[config.mk]
export PLATFORM = sky130hd
export DESIGN_NAME = fb_port_arbiter_flat
export DESIGN_NICKNAME = d
export VERILOG_FILES = /design/src/rtl/fb_port_arbiter_if.sv /design/src/rtl/fb_port_arbiter.sv /design/src/flat_wrapper.sv
export SDC_FILE = /design/constraint.sdc
export NUM_CORES = 1
export LEC_CHECK = 0
export BUFFER_PORTS_ARGS = -buffer_cell sky130_fd_sc_hd__clkbuf_2
export CAP_MARGIN = 20
export CORE_MARGIN = 3
export CORE_UTILIZATION = 45
export DETAILED_ROUTE_END_ITERATION = 10
export PLACE_DENSITY = 0.85
export SLEW_MARGIN = 15
export SYNTH_ARGS = -nofsm -noshare
export SYNTH_HDL_FRONTEND = slang
export SYNTH_SLANG_ARGS = --single-unit
[constraint.sdc]
create_clock -name i_clk_pixel -period 4.4 [get_ports i_clk_pixel]
set_clock_uncertainty 0.05 [all_clocks]
set_input_delay 0.66 -clock i_clk_pixel [delete_from_list [all_inputs] [get_ports i_clk_pixel]]
set_output_delay 0.66 -clock i_clk_pixel [all_outputs]
set_load 0.01 [all_outputs]
[src/rtl/fb_port_arbiter_if.sv]
// Framebuffer port bundle: scanout read channel, frame-writer channel and
// the single-port RAM connection. The arbiter takes the slave view.
interface fb_port_arbiter_if #(
    parameter int AW = 17,
    parameter int DW = 8
) ();
    logic          rd_req;
    logic [AW-1:0] rd_addr;
    logic          rd_gnt;
    logic          rd_valid;
    logic [DW-1:0] rd_data;

    logic          wr_valid;
    logic [AW-1:0] wr_addr;
    logic [DW-1:0] wr_data;
    logic          wr_ready;

    logic          mem_en;
    logic          mem_we;
    logic [AW-1:0] mem_addr;
    logic [DW-1:0] mem_wdata;
    logic [DW-1:0] mem_rdata;

    modport slave (
        input  rd_req, rd_addr, wr_valid, wr_addr, wr_data, mem_rdata,
        output rd_gnt, rd_valid, rd_data, wr_ready,
               mem_en, mem_we, mem_addr, mem_wdata
    );

    modport master (
        output rd_req, rd_addr, wr_valid, wr_addr, wr_data, mem_rdata,
        input  rd_gnt, rd_valid, rd_data, wr_ready,
               mem_en, mem_we, mem_addr, mem_wdata
    );
endinterface

[src/rtl/fb_port_arbiter.sv]
// Single-port framebuffer arbiter: scanout reads have strict priority, a
// refused frame writer eventually forces a bounded write burst. RAM-side
// signals are registered; read data returns in grant order at fixed latency.
module fb_port_arbiter #(
    parameter int AW          = 17,
    parameter int DW          = 8,
    parameter int MEM_LAT     = 1,
    parameter int WR_MAX_WAIT = 8,
    parameter int WR_BURST    = 4
) (
    input  logic             i_clk_pixel,
    input  logic             i_rst,
    fb_port_arbiter_if.slave bus,
    output logic             o_burst_active,
    output logic [15:0]      o_starve_events
);
    localparam logic [7:0] MAX_WAIT  = 8'(WR_MAX_WAIT);
    localparam logic [7:0] BURST_LEN = 8'(WR_BURST);

    typedef enum logic {
        ST_READ_PRIO,
        ST_WR_BURST
    } state_t;

    state_t        state, state_next;
    logic [7:0]    wait_cnt, wait_next;
    logic [7:0]    burst_cnt, burst_next;
    logic          force_wr;
    logic          grant_rd, grant_wr;
    logic          starve_hit;

    logic          mem_en_q, mem_we_q;
    logic [AW-1:0] mem_addr_q;
    logic [DW-1:0] mem_wdata_q;
    logic [MEM_LAT:0] rd_pipe;
    logic          rd_valid_q;
    logic [DW-1:0] rd_data_q;
    logic          burst_active_q;
    logic [15:0]   starve_q;

    // Grant selection: forced write first, then read, then opportunistic write.
    // Grants are held off during reset so every output reads 0.
    always_comb begin
        force_wr = (state == ST_WR_BURST) || (wait_cnt == MAX_WAIT);
        grant_wr = !i_rst && bus.wr_valid && (force_wr || !bus.rd_req);
        grant_rd = !i_rst && bus.rd_req && !grant_wr;
    end

    assign bus.rd_gnt   = grant_rd;
    assign bus.wr_ready = grant_wr;

    // Next-state, refusal counter and burst counter.
    always_comb begin
        state_next = state;
        burst_next = burst_cnt;
        starve_hit = 1'b0;
        wait_next  = wait_cnt;

        if (grant_wr || !bus.wr_valid) begin
            wait_next = '0;
        end else if (wait_cnt != MAX_WAIT) begin
            wait_next = wait_cnt + 8'd1;
        end

        case (state)
            ST_READ_PRIO: begin
                if (grant_wr && (wait_cnt == MAX_WAIT)) begin
                    starve_hit = 1'b1;
                    // The forcing grant is burst grant 1; a one-grant burst
                    // is already complete, so the FSM never leaves READ_PRIO.
                    if (BURST_LEN != 8'd1) begin
                        state_next = ST_WR_BURST;
                        burst_next = 8'd1;
                    end
                end
            end
            ST_WR_BURST: begin
                if (!bus.wr_valid) begin
                    state_next = ST_READ_PRIO;
                    burst_next = '0;
                end else if (grant_wr) begin
                    if (burst_cnt + 8'd1 == BURST_LEN) begin
                        state_next = ST_READ_PRIO;
                        burst_next = '0;
                    end else begin
                        burst_next = burst_cnt + 8'd1;
                    end
                end
            end
            default: begin
                state_next = ST_READ_PRIO;
                burst_next = '0;
            end
        endcase
    end

    // FSM state and counters.
    always_ff @(posedge i_clk_pixel) begin
        if (i_rst) begin
            state     <= ST_READ_PRIO;
            wait_cnt  <= '0;
            burst_cnt <= '0;
        end else begin
            state     <= state_next;
            wait_cnt  <= wait_next;
            burst_cnt <= burst_next;
        end
    end

    // RAM command register; address and write data hold when idle.
    always_ff @(posedge i_clk_pixel) begin
        if (i_rst) begin
            mem_en_q    <= 1'b0;
            mem_we_q    <= 1'b0;
            mem_addr_q  <= '0;
            mem_wdata_q <= '0;
        end else begin
            mem_en_q <= grant_rd || grant_wr;
            mem_we_q <= grant_wr;
            if (grant_wr) begin
                mem_addr_q  <= bus.wr_addr;
                mem_wdata_q <= bus.wr_data;
            end else if (grant_rd) begin
                mem_addr_q  <= bus.rd_addr;
            end
        end
    end

    assign bus.mem_en    = mem_en_q;
    assign bus.mem_we    = mem_we_q;
    assign bus.mem_addr  = mem_addr_q;
    assign bus.mem_wdata = mem_wdata_q;

    // Read-return tracking: bit k marks a read whose RAM access is k cycles
    // past issue; the top bit lines up with valid i_mem_rdata.
    always_ff @(posedge i_clk_pixel) begin
        if (i_rst) begin
            rd_pipe    <= '0;
            rd_valid_q <= 1'b0;
            rd_data_q  <= '0;
        end else begin
            rd_pipe    <= {rd_pipe[MEM_LAT-1:0], grant_rd};
            rd_valid_q <= rd_pipe[MEM_LAT];
            if (rd_pipe[MEM_LAT]) begin
                rd_data_q <= bus.mem_rdata;
            end
        end
    end

    assign bus.rd_valid = rd_valid_q;
    assign bus.rd_data  = rd_data_q;

    // Burst flag marks RAM cycles carrying a forced write, so it spans the
    // forcing grant through the last burst write as seen on the memory port.
    always_ff @(posedge i_clk_pixel) begin
        if (i_rst) begin
            burst_active_q <= 1'b0;
        end else begin
            burst_active_q <= grant_wr && force_wr;
        end
    end

    // Saturating count of forced bursts.
    always_ff @(posedge i_clk_pixel) begin
        if (i_rst) begin
            starve_q <= '0;
        end else if (starve_hit && (starve_q != '1)) begin
            starve_q <= starve_q + 16'd1;
        end
    end

    assign o_burst_active  = burst_active_q;
    assign o_starve_events = starve_q;
endmodule

[src/flat_wrapper.sv]
// flat-port wrapper written by rule: the top's interface ports become plain ports
module fb_port_arbiter_flat 
#(
    parameter int AW          = 17,
    parameter int DW          = 8,
    parameter int MEM_LAT     = 1,
    parameter int WR_MAX_WAIT = 8,
    parameter int WR_BURST    = 4
)
  (i_clk_pixel, i_rst, o_burst_active, o_starve_events, bus_rd_req, bus_rd_addr, bus_wr_valid, bus_wr_addr, bus_wr_data, bus_mem_rdata, bus_rd_gnt, bus_rd_valid, bus_rd_data, bus_wr_ready, bus_mem_en, bus_mem_we, bus_mem_addr, bus_mem_wdata);
  fb_port_arbiter_if #(.AW(AW), .DW(DW)) bus_i ();
  input  logic i_clk_pixel;
  input  logic i_rst;
  output logic o_burst_active;
  output logic [15:0] o_starve_events;
  input wire logic [$bits(bus_i.rd_req)-1:0] bus_rd_req;
  input wire logic [$bits(bus_i.rd_addr)-1:0] bus_rd_addr;
  input wire logic [$bits(bus_i.wr_valid)-1:0] bus_wr_valid;
  input wire logic [$bits(bus_i.wr_addr)-1:0] bus_wr_addr;
  input wire logic [$bits(bus_i.wr_data)-1:0] bus_wr_data;
  input wire logic [$bits(bus_i.mem_rdata)-1:0] bus_mem_rdata;
  output wire logic [$bits(bus_i.rd_gnt)-1:0] bus_rd_gnt;
  output wire logic [$bits(bus_i.rd_valid)-1:0] bus_rd_valid;
  output wire logic [$bits(bus_i.rd_data)-1:0] bus_rd_data;
  output wire logic [$bits(bus_i.wr_ready)-1:0] bus_wr_ready;
  output wire logic [$bits(bus_i.mem_en)-1:0] bus_mem_en;
  output wire logic [$bits(bus_i.mem_we)-1:0] bus_mem_we;
  output wire logic [$bits(bus_i.mem_addr)-1:0] bus_mem_addr;
  output wire logic [$bits(bus_i.mem_wdata)-1:0] bus_mem_wdata;
  assign bus_i.rd_req = bus_rd_req;
  assign bus_i.rd_addr = bus_rd_addr;
  assign bus_i.wr_valid = bus_wr_valid;
  assign bus_i.wr_addr = bus_wr_addr;
  assign bus_i.wr_data = bus_wr_data;
  assign bus_i.mem_rdata = bus_mem_rdata;
  assign bus_rd_gnt = bus_i.rd_gnt;
  assign bus_rd_valid = bus_i.rd_valid;
  assign bus_rd_data = bus_i.rd_data;
  assign bus_wr_ready = bus_i.wr_ready;
  assign bus_mem_en = bus_i.mem_en;
  assign bus_mem_we = bus_i.mem_we;
  assign bus_mem_addr = bus_i.mem_addr;
  assign bus_mem_wdata = bus_i.mem_wdata;
  fb_port_arbiter #(.AW(AW), .DW(DW), .MEM_LAT(MEM_LAT), .WR_MAX_WAIT(WR_MAX_WAIT), .WR_BURST(WR_BURST)) u_core (.i_clk_pixel(i_clk_pixel), .i_rst(i_rst), .bus(bus_i), .o_burst_active(o_burst_active), .o_starve_events(o_starve_events));
endmodule
### Word level (Yosys, flattened, before mapping)

Cells that the tools add are included.

| word-level totals | value |
|---|---|
| register bits after elaboration | 72 |
| input bits | 54 |

| cells by class | value |
|---|---|
| $add $sub $neg | 3 |
| equal/unequal tests | 6 |
| multiplexer cells | 13 |
| bitwise operators | 1 |
| reduce and logical (&&, ||, !) cells | 18 |

Operators with widths:

| kind | number |
|---|---|
| $mux 17 | 2 |
| $mux 8 | 4 |
| $add 16x1->16 const B | 1 |
| $add 8x1->8 const B | 2 |
| $ne 16x16->1 const B | 1 |
| $pmux 8 s2 | 1 |
| $eq 8x3->1 const B | 1 |
| $eq 8x4->1 const B | 1 |
| $ne 8x4->1 const B | 1 |
| $logic_and 1x1->1 | 7 |
| $mux 1 | 5 |
| $logic_not 1->1 | 4 |
| $logic_or 1x1->1 | 4 |
| $ne 3x3->1 const B | 1 |
| $ne 2x1->1 const B | 1 |
| $pmux 1 s2 | 1 |
| $reduce_and 2->1 | 1 |
| $reduce_bool 2->1 | 1 |
| $reduce_or 2->1 | 1 |
| $not 1->1 | 1 |

### Longest topological paths before layout

Gate-level depths: netlist of the first run.

| depth | value |
|---|---|
| word-level depth | 8 |
| depth in mapped cells | 8 |
| gate-level depth less buffers | 7 |

### Worst setup path before layout of the first run

OpenSTA, ideal clock, no wires.

| timing path | value |
|---|---|
| path type | in2out |
| start point | input port bus_wr_valid |
| end point | output port bus_wr_ready |
| data arrival time | 1.550 ns |
| data required time | 3.690 ns |
| setup slack | 2.140 ns |
| cell stages on the path | 4 |
| path buffers | 2 |
| path through | clkbuf_1 > nand2b_1 > a21oi_4 > buf_2 |

| between the ends | value |
|---|---|
| word-level cells in the longest chain between the ends | 2 |

RTL lines:

| item | line | RTL |
|---|---|---|
| start: declaration | flat_wrapper.sv:18 | `input wire logic [$bits(bus_i.wr_valid)-1:0] bus_wr_valid;` |
| $logic_and 1x1->1 (2 in series) | fb_port_arbiter.sv:45 | `grant_wr = !i_rst && bus.wr_valid && (force_wr \|\| !bus.rd_req);` |
| end: declaration | flat_wrapper.sv:25 | `output wire logic [$bits(bus_i.wr_ready)-1:0] bus_wr_ready;` |

Every way passes these cells.

### Worst setup path in the final report of the first run

| timing path | value |
|---|---|
| start point | register u_core.wait_cnt[0] |
| end point | output port bus_wr_ready |

| between the ends | value |
|---|---|
| word-level cells in the longest chain between the ends | 4 |

RTL lines:

| item | line | RTL |
|---|---|---|
| start: declaration | fb_port_arbiter.sv:26 | `logic [7:0] wait_cnt, wait_next;` |
| start signal: assignment | fb_port_arbiter.sv:105 | `wait_cnt <= wait_next;` |
| $eq 8x4->1 | fb_port_arbiter.sv:44 | `force_wr = (state == ST_WR_BURST) \|\| (wait_cnt == MAX_WAIT);` |
| $logic_or 1x1->1 | fb_port_arbiter.sv:44 |  |
| $logic_or 1x1->1 | fb_port_arbiter.sv:45 |  |
| $logic_and 1x1->1 | fb_port_arbiter.sv:45 |  |

Every way passes these cells.

==> impl_metrics.ini, run 1 <==
[sta]
rsz0062_at_grt = no
final-setup-viol-count = 0
fin_ws_ns = 1.45
fin_crit_sh_pct = 67.0
hold_viol = 0
fmax_mhz = 339
maxSlewHeadroom_pct = 53.9
slew_viol_final = 0
post-route-min-period_ns = 2.95
finalSetupTns_ns = 0
tightest_slew_ns = 0.690

[layout]
stdcell_area_sq_mm = 0.00402
finalNonFillerCells = 555
num-fill-cells = 619
n_antenna_cell = 0
area_growth_pct = 25.6
drive_gt1_share_pct = 29.2
final_nets = 513

[placement]
io_buffer_count = 108
place_ws_ns = 1.63
dpl_cell_area_sq_mm = 0.00380
place.gp.congestion = 0.813
dp_hpwl_microns = 5530
place_inst = 538

[cts]
clock_latency_ns = 0.34
h-tree-depth = 3
clk_pin_slew_ns = 0.07
cts_buffers = 9
cts_tree = yes
cts_num_sinks = 72
post_cts.repair.setup_buffers = 0
ctsResizeCount = 0
ctsHoldBuffers = 0
cts_buffer_depth = 2
cts-root-buf = clkbuf_8

[yosys]
synth-seq-area-share_pct = 45.1
syn-num-nets = 409
synth_area_sq_mm = 0.00320
ys.flop_type = dfxtp_1
synth_edf_count = 0
syn_avg_cell_area_sq_um = 9.13
synth_warnings = 0
ys_seq_elements = 72
ys_types = 41
postSynthCellCount = 350
async_flop_share_pct = 0

[worst_hold_path]
holdPathStages = 1
min_path_type = reg2reg

[critical_path]
critical_path_class = reg2out
crit_slowest_cell = buf_4
worstRegToRegCells = 8
worst_setup_path_end_kind = primary output
slowest_delay_ns = 0.38
crit_chain = inv_1 > ha_1 > nor4b_4 > a21oi_2 > a21oi_4 > buf_4 > clkbuf_2
worst_setup_path_start_kind = flip-flop
crit_fanout = 34
critical_path_required_ns = 3.69
worst_ep_arrival_time_ns = 2.24

[routing]
ant_nets = 0
drc_errors = 0
firstDrtPassIters = 4
wl_per_cell_microns = 13.4
num_vias = 2834
drt-initial-drc-count = 151
viasPerCell = 5.11
drt-total-wl_microns = 7460

[power]
power_mw = 1.33
power.density_mw_per_mm2 = 331
max-vdd-ir-drop_mv = 0.249
p_leak_nw = 1.67

[global_routing]
overflow = 0
antenna_found_initial = 0
grt_pass1_wl_microns = 12800
grt_max_degree = 42
grt_pass1_vias = 2796
track_usage_pct = 19.0

[floorplanning]
io_pins = 109
rows = 30
initial_core_util_pct = 46.8
die-area_sq_mm = 0.00815
dieWidth_microns = 90.3
die_h_microns = 90.3
core_area_sq_mm = 0.00683

[status]
status = completed

[job]
maxCapViolCount = 0
[worst max-delay path: cells and delay by family (launching register included)]
family          cells  cell delay (ns)
compound gates      2             0.35
flops               1             0.36
simple gates        1             0.36
fa+ha+maj           1             0.14
buf+inv             3             0.69
[layout make-up]
cell class	instances	area [sq um]	area share (%)
Timing Repair Buffer	111	563	14.0
Sequential cell	72	1440	35.9
Multi-Input combinational cell	251	1660	41.3
Clock buffer	13	159	3.96
Clock inverter	3	40.0	0.997
Tap cell	96	120	2.99
Inverter	9	33.8	0.841
[worst paths after layout]
| check | start | end | slack (ns) |
|---|---|---|---|
| min reg2reg | u_core.rd_pipe[0] | u_core.rd_pipe[1] | 0.41 |
| max reg2reg | u_core.wait_cnt[0] | u_core.bus.mem_addr[14] | 2.17 |
| min | u_core.rd_pipe[0] | u_core.rd_pipe[1] | 0.41 |
| max | u_core.wait_cnt[0] | bus_wr_ready | 1.45 |
[per-layer routing]
metal | vias to the layer above | wire length, microns | GRT usage (%)
met5 | - | 0 | 0
li1 | 1420 | - | -
met2 | 94 | 3730 | 32.7
met1 | 1309 | 3090 | 22.1
met3 | 11 | 526 | 5.50
met4 | 0 | 111 | 7.78
[registers in the layout, indices dropped and copies added (netlist names)]
name                    flops
u_core.wait_cnt             8
u_core.bus.mem_we           1
u_core.state                1
u_core.bus.mem_addr        17
u_core.bus.rd_data          8
u_core.bus.mem_en           1
u_core.burst_cnt            8
u_core.o_burst_active       1
u_core.rd_pipe              2
u_core.bus.rd_valid         1
u_core.o_starve_events     16
u_core.bus.mem_wdata        8
[cell usage in the layout (no fill, tap or decap), types with 2 or more instances in the layout]
cell type / count
clkbuf_1: 2
xnor2_1: 14
nand2b_1: 10
nor4_1: 2
inv_1: 9
o21ai_1: 2
nand3_1: 14
a2bb2oi_1: 2
clkbuf_2: 108
dfxtp_1: 72
nor2b_1: 7
a21oi_1: 9
a211oi_1: 4
nor2_1: 43
buf_4: 2
nand3b_1: 18
and3_1: 4
nand4_1: 4
nor3_1: 5
ha_1: 5
o2111ai_1: 4
o21ai_0: 29
mux2i_1: 28
nand2_1: 21
nor3b_1: 4
xor2_1: 7
a2111oi_2: 2
clkinv_2: 2
clkbuf_8: 11
[power breakdown]
part	switching [mW]	internal [mW]
sequential	0.0140	0.675
combinational	0.0623	0.0560
clock	0.228	0.292
total	0.305	1.02
[stage by stage]
| stage | hold WS [ns] | util, % |
|---|---|---|
| after detailed placement | 0.386 | 55.6 |
| after floorplan | 0.364 | - |
| after CTS | 0.406 | 58.6 |
| final | 0.409 | 58.8 |
| after global routing | 0.449 | 58.8 |
| after global placement | 0.390 | 55.6 |
[synthesized netlist by cell type, drive strengths merged (2+ instances only)]
master   count  share of area (%)
nor2b        7                1.4
a2bb2oi      2               0.55
nor2        43                5.0
nor3         5               0.78
nand3b      18                4.2
a2111oi      2               0.94
o2111ai      4                1.1
mux2i       28                8.8
xnor2       14                3.8
nand2       21                2.5
a211oi       4               0.94
and3         4               0.78
clkbuf      13                1.5
nor3b        5                1.3
nand3       14                2.2
nand2b      10                2.0
ha           5                2.0
buf          5                1.0
nand4        5                1.2
nor4         3               0.59
dfxtp       72                 45
a21oi       11                2.2
xor2         7                1.9
inv          9                1.1
o21ai       31                4.9
[kinds of logic after synthesis]
family                   count (synthesis)  synth area share, %
AO/OA/AOI/OAI                           57                 11.3
multiplexers                            28                 8.77
adder cells (fa/ha/maj)                  5                 1.96
buffers and inverters                   27                 3.60
flip-flops                              72                 45.1
XOR/XNOR                                21                 5.75
AND/OR/NAND/NOR                        140                 23.6
No activity file was read; power rests on OpenSTA's default activity.
==> run 2: changes to the inputs <==
Settings changed: PLACE_DENSITY 0.85 to 0.88.
Clock period 4.4 ns to 2.7 ns, I/O delays scaled along.
==> run 2 against run 1 <==
Compared with the run above: core utilization grew 0.33 points; register-to-register slack lost 1.7 ns; flip-flop and latch count is the same; total power grew 67%; critical path depth is the same; critical path type unchanged; largest power group unchanged.
==> impl_metrics.ini, run 2 (synthesis results as in run 1) <==
[sta]
fin_hold_ws_ns = 0.213
slew_viol_final = 0
finalSetupTns_ns = 0
fin_crit_sh_pct = 86.8
rsz0062_at_grt = no
fmax_mhz = 426
final-setup-viol-count = 0
maxSlewHeadroom_pct = 58.5
post-route-min-period_ns = 2.34
tightest_slew_ns = 0.620
hold_viol = 0

[critical_path]
crit_chain = inv_1 > ha_1 > nor4b_4 > a21oi_2 > nor2b_1 > nor3b_1 > clkbuf_2
crit_family = simple AND/OR/NAND/NOR gates
crit_fanout = 6
setup.worst_path.start = u_core.wait_cnt[0]
worst_ep_arrival_time_ns = 1.89
worst_setup_path_start_kind = flip-flop
critical_path_required_ns = 2.25
regToRegStartpoint = u_core.wait_cnt[0]
path_buf_inv = 2
slowest_delay_ns = 0.42
worst_setup_path_end_kind = primary output
regToRegSetupSlack_ns = 0.50
critical_path_class = reg2out
crit_slowest_cell = dfxtp_1

[layout]
n_antenna_cell = 0
area_growth_pct = 26.3
drive_gt1_share_pct = 29.6
final_cell_mix = 108 x clkbuf_2, 72 x dfxtp_1, 43 x nor2_1, 29 x o21ai_0, 28 x mux2i_1
num-fill-cells = 606
final_nets = 515
final_common_cell = clkbuf_2
stdcell_area_sq_mm = 0.00404
largest_reg_flops = 17
utilization_pct = 59.1

[global_routing]
grt_pass1_vias = 2743
grt_pass1_wl_microns = 12400
grt_max_degree = 37
overflow = 0
track_usage_pct = 18.3
antenna_found_initial = 0

[power]
p_leak_nw = 1.67
intPower_mw = 1.71
power.density_mw_per_mm2 = 549
power_frac_comb_pct = 8.8
pwr-share-clk_pct = 40.5
max-vdd-ir-drop_mv = 0.384
power_frac_seq_pct = 50.7
p_sw_mw = 0.508
sw_frac_of_total_pct = 22.9

[routing]
drt-total-wl_microns = 7260
num_vias = 2789
firstDrtPassIters = 4
drc_errors = 0
ant_nets = 0
viasPerCell = 5.02
wl_per_cell_microns = 13.1
drt-initial-drc-count = 149

[cts]
cts_tree = yes
cts_buffer_depth = 2
cts-root-buf = clkbuf_8
clock_latency_ns = 0.34
clk_pin_slew_ns = 0.08
cts_buffers = 9
h-tree-depth = 3
cts_num_sinks = 72
ctsHoldBuffers = 0
ctsResizeCount = 0
post_cts.repair.setup_buffers = 0

[placement]
dp_hpwl_microns = 5490
io_buffer_count = 108
dpl_cell_area_sq_mm = 0.00383
place.gp.congestion = 0.848

[floorplanning]
initial_core_util_pct = 46.8
io_pins = 109
core_area_sq_mm = 0.00683
dieWidth_microns = 90.3
rows = 30
die-area_sq_mm = 0.00815
die_h_microns = 90.3

[worst_hold_path]
min_path_type = in2reg
hold_path.startpoint = bus_wr_data[0]

[status]
status = completed

[job]
maxCapViolCount = 0
[run 2: worst register-to-register path, delay by kind of cell (launching register included)]
family / cells / cell delay (ns)
buf+inv: 2 / 0.46
fa+ha+maj: 1 / 0.14
compound gates: 3 / 0.44
mux: 1 / 0.27
flops: 1 / 0.36
simple gates: 1 / 0.36
[run 2: layout make-up]
type / count / area, sq um / area share (%)
clock buffers: 10 / 128 / 3.16
clock inverters: 5 / 82.6 / 2.05
inverters: 9 / 33.8 / 0.837
multi-input cells: 251 / 1650 / 40.9
flip-flops and latches: 72 / 1440 / 35.7
well taps: 96 / 120 / 2.97
repair buffers: 113 / 582 / 14.4
[run 2: layer usage]
layer,track usage [%],vias to the layer above,wire [microns]
met5,0,-,0
met4,7.27,0,113
met3,5.00,10,482
met2,31.3,80,3530
met1,21.7,1273,3130
li1,-,1426,-
[run 2: metrics by stage]
stage          total power [mW]  std cells  worst slack (ns)
2_1_floorplan              1.24        350             0.753
3_3_place_gp               1.33        540             0.561
3_5_place_dp               1.34        541             0.487
4_1_cts                    2.24        556             0.333
5_1_grt                    2.31        556             0.184
6_report                   2.22        556             0.355
[run 2: final timing paths]
path,to,cells past startpoint
worst max-delay path,bus_rd_gnt,7
worst min-delay path,u_core.bus.mem_wdata[0],3
worst max register to register,u_core.bus.mem_addr[14],8
worst min register to register,u_core.rd_pipe[1],1
[run 2: power groups by stage]
stage,logic [mW],clock network [mW],registers [mW]
after floorplan,0.0845,0,1.16
after global placement,0.188,0,1.15
after detailed placement,0.196,0,1.15
after CTS,0.197,0.918,1.12
after global routing,0.217,0.962,1.13
final,0.195,0.899,1.12
==> run 3: changes to the inputs <==
Settings changed: CTS_BUF_LIST set to sky130_fd_sc_hd__clkbuf_8.
==> run 3 against run 2 <==
Compared with the run above: design area unchanged; critical path depth is the same; combinational power about the same; critical endpoint unchanged; largest cell class unchanged; largest power group unchanged.
==> impl_metrics.ini, run 3 (synthesis results as in run 1) <==
[status]
status = completed

[worst_hold_path]
min_path_type = in2reg
hold_path.startpoint = bus_wr_data[0]

[routing]
num_vias = 2789
drc_errors = 0
wl_per_cell_microns = 13.1
firstDrtPassIters = 4
ant_nets = 0
drt-total-wl_microns = 7260
drt-initial-drc-count = 149
viasPerCell = 5.02

[sta]
post-route-min-period_ns = 2.35
fin_crit_sh_pct = 86.9
final-setup-viol-count = 0
hold_viol = 0
slew_viol_final = 0
maxSlewHeadroom_pct = 58.5
fmax_mhz = 426
rsz0062_at_grt = no
finalSetupTns_ns = 0
fin_ws_ns = 0.355
tightest_slew_ns = 0.620

[cts]
post_cts.repair.setup_buffers = 0
clock_latency_ns = 0.34
h-tree-depth = 3
cts_buffers = 9
ctsHoldBuffers = 0
clk_pin_slew_ns = 0.08
cts_buffer_depth = 2
ctsResizeCount = 0
cts_tree = yes
cts-root-buf = clkbuf_8
cts_num_sinks = 72

[critical_path]
crit_chain = inv_1 > ha_1 > nor4b_4 > a21oi_2 > nor2b_1 > nor3b_1 > clkbuf_2
critical_path_class = reg2out
critical_path_required_ns = 2.25
slowest_delay_ns = 0.42
regToRegStartpoint = u_core.wait_cnt[0]
path_buf_inv = 2
crit_slowest_cell = dfxtp_1
crit_fanout = 6
crit_family = simple AND/OR/NAND/NOR gates
worst_ep_arrival_time_ns = 1.89
worst_setup_path_start_kind = flip-flop
worst_setup_path_end_kind = primary output
setup.worst_path.start = u_core.wait_cnt[0]

[layout]
finalNonFillerCells = 556
stdcell_area_sq_mm = 0.00404
largest_reg_flops = 17
final_nets = 515
final_common_cell = clkbuf_2
drive_gt1_share_pct = 29.6
n_antenna_cell = 0
final_cell_mix = 108 x clkbuf_2, 72 x dfxtp_1, 43 x nor2_1, 29 x o21ai_0, 28 x mux2i_1
area_growth_pct = 26.3

[global_routing]
grt_max_degree = 37
overflow = 0
track_usage_pct = 18.3
grt_pass1_wl_microns = 12400
antenna_found_initial = 0
grt_pass1_vias = 2743

[floorplanning]
io_pins = 109
die-area_sq_mm = 0.00815
core_area_sq_mm = 0.00683
die_h_microns = 90.3
dieWidth_microns = 90.3
initial_core_util_pct = 46.8
rows = 30

[placement]
io_buffer_count = 108
place_ws_ns = 0.487
dpl_cell_area_sq_mm = 0.00383
place.gp.congestion = 0.848
place_inst = 541
dp_hpwl_microns = 5490

[job]
maxCapViolCount = 0

[power]
p_leak_nw = 1.68
max-vdd-ir-drop_mv = 0.384
power.density_mw_per_mm2 = 548
power_mw = 2.21
[run 3: cell count changes in the layout (fill, tap and decap cells not counted), sizes merged]
cell    change
inv         +1
clkbuf      -1
[run 3: power by group]
part | switching, mW | leakage (nW) | internal (mW)
registers | 0.0228 | 0.587 | 1.10
clock network | 0.384 | 0.0987 | 0.511
logic | 0.101 | 0.991 | 0.0932
total | 0.508 | 1.68 | 1.70
[run 3: cell type report]
type	count	area (sq um)
clock buffers	9	124
clock inverters	6	86.3
fillers	606	2790
inverters	9	33.8
multi-input cells	251	1650
flip-flops and latches	72	1440
well taps	96	120
repair buffers	113	582
[run 3: routing by layer]
metal | share of wire [%] | wire [microns] | track usage (%) | vias to the layer above
li1 | - | - | - | 1426
met1 | 43 | 3130 | 21.7 | 1273
met2 | 49 | 3530 | 31.3 | 80
met3 | 6.6 | 482 | 5.00 | 10
met4 | 1.6 | 113 | 7.27 | 0
met5 | 0 | 0 | 0 | -
[run 3: final timing paths]
check / to / slack (ns) / cells after the start
max: bus_rd_gnt / 0.35 / 7
min: u_core.bus.mem_wdata[0] / 0.21 / 3
max reg2reg: u_core.bus.mem_addr[14] / 0.50 / 8
min reg2reg: u_core.rd_pipe[1] / 0.41 / 1
[run 3: through the flow]
| step | hold WS [ns] | util [%] |
|---|---|---|
| after CTS | 0.201 | 59.1 |
| after global routing | 0.214 | 59.1 |
| after global placement | 0.385 | 55.9 |
| after detailed placement | 0.390 | 56.0 |
| final | 0.213 | 59.1 |
| after floorplan | 0.364 | - |
[run 3: worst reg2reg max path, delay by kind of cell (launching register included)]
family | cells | cell delay, ns
fa+ha+maj | 1 | 0.14
compound gates | 3 | 0.44
buf+inv | 2 | 0.46
simple gates | 1 | 0.36
flops | 1 | 0.36
mux | 1 | 0.27
